--- config.mk ---
export PLATFORM = sky130hd
export DESIGN_NAME = morse_tx
export DESIGN_NICKNAME = d
export VERILOG_FILES = /design/src/rtl/morse_pkg.sv /design/src/rtl/morse_unit_timer.sv /design/src/rtl/morse_tx.sv
export SDC_FILE = /design/constraint.sdc
export NUM_CORES = 1
export LEC_CHECK = 0
export ABC_AREA = 1
export CORE_UTILIZATION = 45
export DETAILED_ROUTE_END_ITERATION = 8
export PLACE_DENSITY = 0.62
export SYNTH_ARGS = -nofsm -noshare
export SYNTH_HDL_FRONTEND = slang
export SYNTH_HIERARCHICAL = 1
export SYNTH_SLANG_ARGS = --single-unit
--- constraint.sdc ---
create_clock -name CLKin -period 2.6 [get_ports CLKin]
set_input_delay 0.65 -clock CLKin [delete_from_list [all_inputs] [get_ports CLKin]]
set_output_delay 0.65 -clock CLKin [all_outputs]
set_load 0.01 [all_outputs]
--- src/rtl/morse_pkg.sv ---
// Shared Morse code-word definitions for the transmit and receive paths.
package morse_pkg;

  localparam logic DOT          = 1'b0;
  localparam logic DASH         = 1'b1;
  localparam int   MAX_SYM      = 4;
  localparam int   DOT_UNITS    = 1;
  localparam int   DASH_UNITS   = 3;
  localparam int   ESPACE_UNITS = 1;
  localparam int   LGAP_UNITS   = 3;

  typedef enum logic [1:0] {
    IDLE  = 2'd0,
    MARK  = 2'd1,
    SPACE = 2'd2,
    LGAP  = 2'd3
  } morse_state_t;

  // Mark length in time units for one symbol bit.
  function automatic logic [1:0] mark_units(input logic sym);
    return (sym == DASH) ? 2'(DASH_UNITS) : 2'(DOT_UNITS);
  endfunction

endpackage

--- src/rtl/morse_unit_timer.sv ---
// Loadable down-counter measuring 1 or 3 Morse time units; strobes expire
// for one cycle on the last cycle of the loaded interval.
module morse_unit_timer
  import morse_pkg::*;
#(
  parameter int UNIT_CYCLES = 6750000
) (
  input  logic       CLKin,
  input  logic       rst_n,
  input  logic       load,
  input  logic [1:0] units,
  input  logic       clear,
  output logic       expire
);

  localparam int CW = $clog2(3 * UNIT_CYCLES);
  localparam logic [CW-1:0] ONE_U   = CW'(UNIT_CYCLES - 1);
  localparam logic [CW-1:0] THREE_U = CW'(3 * UNIT_CYCLES - 1);

  logic [CW-1:0] cnt;
  logic          running;

  // The loaded value is one less than the interval so expire lands on its last cycle.
  assign expire = running && (cnt == '0);

  // Count down while running; a load in the expiry cycle restarts without a gap.
  always_ff @(posedge CLKin or negedge rst_n) begin
    if (!rst_n) begin
      cnt     <= '0;
      running <= 1'b0;
    end else if (clear) begin
      cnt     <= '0;
      running <= 1'b0;
    end else if (load) begin
      cnt     <= (units == 2'(DASH_UNITS)) ? THREE_U : ONE_U;
      running <= 1'b1;
    end else if (expire) begin
      running <= 1'b0;
    end else if (running) begin
      cnt <= cnt - 1'b1;
    end
  end

endmodule

--- src/rtl/morse_tx.sv ---
// Morse transmitter: plays a latched code word out as timed on/off keying.
//
// state | meaning
// IDLE  | waiting for start; done pulses here for one cycle after LGAP
// MARK  | key on for 1U (dot) or 3U (dash) of symbol idx
// SPACE | key off for 1U between elements, then idx advances
// LGAP  | key off for 3U trailing letter gap
module morse_tx
  import morse_pkg::*;
#(
  parameter int UNIT_CYCLES = 6750000
) (
  input  logic               CLKin,
  input  logic               rst_n,
  input  logic               start,
  input  logic [MAX_SYM-1:0] code,
  input  logic [2:0]         len,
  input  logic               abort,
  output logic               key,
  output logic               busy,
  output logic               done
);

  morse_state_t       state;
  logic [MAX_SYM-1:0] code_q;
  logic [1:0]         last_idx;
  logic [1:0]         idx;
  logic [1:0]         idx_nxt;
  logic               accept;
  logic               t_load;
  logic [1:0]         t_units;
  logic               t_clear;
  logic               t_expire;

  assign idx_nxt = idx + 2'd1;
  assign accept  = (state == IDLE) && start && (len != 3'd0) && !abort;

  // Timer control: load the next interval exactly when the current one expires.
  always_comb begin
    t_load  = 1'b0;
    t_units = 2'(DOT_UNITS);
    t_clear = abort && (state != IDLE);
    if (!t_clear) begin
      case (state)
        IDLE: begin
          if (accept) begin
            t_load  = 1'b1;
            t_units = mark_units(code[0]);
          end
        end
        MARK: begin
          if (t_expire) begin
            t_load  = 1'b1;
            t_units = (idx == last_idx) ? 2'(LGAP_UNITS) : 2'(ESPACE_UNITS);
          end
        end
        SPACE: begin
          if (t_expire) begin
            t_load  = 1'b1;
            t_units = mark_units(code_q[idx_nxt]);
          end
        end
        default: ;
      endcase
    end
  end

  morse_unit_timer #(
    .UNIT_CYCLES(UNIT_CYCLES)
  ) u_timer (
    .CLKin (CLKin),
    .rst_n (rst_n),
    .load  (t_load),
    .units (t_units),
    .clear (t_clear),
    .expire(t_expire)
  );

  // Sequencing FSM with registered key/busy/done; abort overrides everything.
  always_ff @(posedge CLKin or negedge rst_n) begin
    if (!rst_n) begin
      state    <= IDLE;
      code_q   <= '0;
      last_idx <= 2'd0;
      idx      <= 2'd0;
      key      <= 1'b0;
      busy     <= 1'b0;
      done     <= 1'b0;
    end else begin
      done <= 1'b0;
      if (abort && (state != IDLE)) begin
        state <= IDLE;
        idx   <= 2'd0;
        key   <= 1'b0;
        busy  <= 1'b0;
      end else begin
        case (state)
          IDLE: begin
            if (accept) begin
              code_q   <= code;
              last_idx <= (len >= 3'(MAX_SYM)) ? 2'(MAX_SYM - 1) : 2'(len - 3'd1);
              idx      <= 2'd0;
              state    <= MARK;
              key      <= 1'b1;
              busy     <= 1'b1;
            end
          end
          MARK: begin
            if (t_expire) begin
              state <= (idx == last_idx) ? LGAP : SPACE;
              key   <= 1'b0;
            end
          end
          SPACE: begin
            if (t_expire) begin
              idx   <= idx_nxt;
              state <= MARK;
              key   <= 1'b1;
            end
          end
          LGAP: begin
            if (t_expire) begin
              state <= IDLE;
              idx   <= 2'd0;
              busy  <= 1'b0;
              done  <= 1'b1;
            end
          end
          default: state <= IDLE;
        endcase
      end
    end
  end

endmodule

==> run_results.csv, run 1 <==
group,metric,value,unit
sta,fin_tns_setup,0,ps
setup_path,worstPathMaxFanout,8,
synth,netlist_area,0.00269,mm^2
setup_path,setup.worst_path.class,"reg -> reg",
global_route,gr-usage-met1,34.5,%
pwr,seqPwrFrac,24.5,%
synth,synth.distinct_cells,29,
global_route,grt_pass1_wl,11100,um
global_route,grtUsageTotal,22.7,%
clock_network,cts_hold_buf,0,
global_route,grt_max_degree,26,
routing,drc,0,
pwr,power_density,1360,mW/mm^2
setup_path,crit_required,2840,ps
pwr,p_sw,2110,uW
cells_and_area,layout-drive-gt1-share,12.2,%
global_route,grt_pass1_vias,2321,
clock_network,htreeDepth,2,
floorplanning,num_rows,27,
sta,timing.final.crit_share,89.7,%
setup_path,crit_path_start_kind,"flop",
sta,timing.fmax,429,MHz
synth,ys.warnings.count,6,
place,dpl.hpwl,4870,um
pwr,internal_power,2140,uW
synth,ys_seq_area_share,36.2,%
clock_network,clk_path_buf_depth,2,
sta,rsz0062_at_grt,"false",
setup_path,slowest_delay,380,ps
cells_and_area,final_nets,450,
floorplanning,chipWidth,79.4,um
synth,synth_seq_cells,39,
floorplanning,die-area,0.00630,mm^2
floorplanning,core,0.00564,mm^2
cells_and_area,n_antenna_cell,0,
sta,slew_viol_final,0,
floorplanning,start_util,47.7,%
floorplanning,die_h,79.4,um
cells_and_area,final_common_cell,"nand2_1",
clock_network,cts_made_buffers,5,
pwr,p_leak,0.00166,uW
status,status,"finished, final reports clean",
routing,routedWlPerCell,12.8,um
clock_network,clock-root-buffer,"clkbuf_8",
floorplanning,io_pins,14,
setup_path,cp_cell_sequence,"inv_1 > ha_1 > nand3_1 > nor2_1 > nand3_2 > nor2_1 > nand2_1 > a21oi_1 > inv_1 > buf_4 > nor2_1 > inv_1 > o21ai_0 > nand2_1 > nand2_1",
global_route,busiest_layer,"met1",
synth,synth.avg_cell_area,6.73,um^2
pwr,power,4250,uW
cells_and_area,final_cell_mix,"nand2_1, nor2_1, inv_1, dfrtp_1, nand3_1",
pwr,p_comb_share,60.8,%
routing,dr.pass1.iters,4,
routing,num_vias,2502,
clock_network,cts_resized,0,
clock_network,cts_tree,"yes",
cells_and_area,syn2layout_area_growth,16.1,%
clock_network,clk_latency,300,ps
setup_path,endpoint_kind,"flop",
global_route,grt_util_met3,3.89,%
setup_path,arrival,2580,ps
place,routabilityCongestion,0.837,
sta,fin_worst_skew,5.96,ps
sta,finalHoldViolations,0,
clock_network,clock_sinks,39,
routing,via_per_inst,4.95,
setup_path,path_buf_inv,4,
clock_network,post_cts_buffers,0,
routing,drt_wl_total,6470,um
pwr,ir_worst_vdd,0.662,mV
sta,period_needed,2330,ps
flow_run,max-cap-violations,0,
routing,drt-initial-drc-count,205,
global_route,antenna_found_initial,0,
setup_path,cp_slowest_cell,"dfrtp_1",
sta,setup_viol,0,
setup_path,critical-path-top-delay-family,"simple AND/OR/NAND/NOR gates",
global_route,overflow,0,
pwr,p_clk_share,14.8,%
pwr,p_sw_share,49.7,%
place,port_buffers,13,
global_route,use_met2,33.4,%
synth,syn_inst,400,
clock_network,clk_pin_slew,90,ps
min_path,worstHoldPathType,"in -> async",
routing,final_antenna_net_count,0,
[layout make-up]
type / count / area (um^2)
clock buffers: 5 / 68.8
clock inverters: 3 / 67.6
fillers: 543 / 2510
inverters: 47 / 181
multi-input cells: 309 / 1480
flip-flops and latches: 39 / 976
well taps: 72 / 90.1
repair buffers: 30 / 265
[power groups by stage]
stage / clock [uW] / combinational (uW) / sequential, uW
CTS: 638 / 2570 / 1040
floorplan: 0 / 2020 / 1000
global placement: 0 / 2540 / 1040
finish: 627 / 2580 / 1040
detailed placement: 0 / 2560 / 1050
global route: 665 / 2940 / 1070
[through the flow]
stage	setup slack (ps)	utilization [%]	hold slack [ps]	instance area (um^2)	std cells
final	268	55.4	245	3130	505
after global routing	22.2	55.4	269	3130	505
after CTS	262	55.4	250	3130	505
after detailed placement	5.33	53.0	466	2990	497
after global placement	18.4	53.0	466	2990	497
after floorplan	411	-	354	2700	401
[kinds of logic after synthesis]
family,Yosys count,share of synthesized area [%]
AO/OA/AOI/OAI,45,9.71
XOR/XNOR,4,1.30
adder cells (fa/ha/maj),7,3.25
buffers and inverters,53,9.01
flip-flops,39,36.2
other,1,0.139
AND/OR/NAND/NOR,251,40.4
[layer usage]
layer / part of all wire (%) / vias up
met3: 3.5 / 6
met2: 42 / 35
met4: 0.68 / 0
li1: - / 1326
met5: 0 / -
met1: 54 / 1135
[cell usage after synthesis, drive strengths merged]
cell,number,area (um^2)
nand2,148,576
o22ai,1,6.26
clkbuf,2,7.51
conb,1,3.75
nor3,6,30.0
o21ai,31,189
inv,47,181
xor2,3,26.3
nand4,6,52.6
ha,7,87.6
nor2,59,254
nand3b,2,15.0
a31oi,1,6.26
dfrtp,39,976
buf,4,53.8
nand3,30,160
xnor2,1,8.76
a21oi,12,60.1
[state kept, by name, summed over array words and instances (netlist names)]
signal / flops
code_q: 4
busy: 1
key: 1
u_timer/running: 1
state: 2
idx: 2
u_timer/cnt: 25
done: 1
last_idx: 2
[final timing paths]
path	startpoint	to	slack, ps	depth (start not counted)
worst min register to register	code_q[2]$_DFFE_PN0P_	code_q[2]$_DFFE_PN0P_	480	2
worst max-delay path	u_timer/cnt[0]$_DFFE_PN0P_	u_timer/cnt[7]$_DFFE_PN0P_	270	15
max in group asynchronous	rst_n	u_timer/cnt[22]$_DFFE_PN0P_	1690	2
worst min-delay path	rst_n	last_idx[1]$_DFFE_PN0P_	250	1
min in group CLKin	code_q[2]$_DFFE_PN0P_	code_q[2]$_DFFE_PN0P_	480	2
worst max register to register	u_timer/cnt[0]$_DFFE_PN0P_	u_timer/cnt[7]$_DFFE_PN0P_	270	15
No activity file was read; power rests on OpenSTA's default activity.
==> inputs of run 2 (changes only) <==
--- a/config.mk
+++ b/config.mk
@@ -6,6 +6,7 @@
 export NUM_CORES = 1
 export LEC_CHECK = 0
 export ABC_AREA = 1
+export CAP_MARGIN = 15
 export CORE_UTILIZATION = 45
 export DETAILED_ROUTE_END_ITERATION = 8
 export PLACE_DENSITY = 0.62
==> results of run 2 <==
The final DEF is identical to that of run 1; final timing and power are the same.
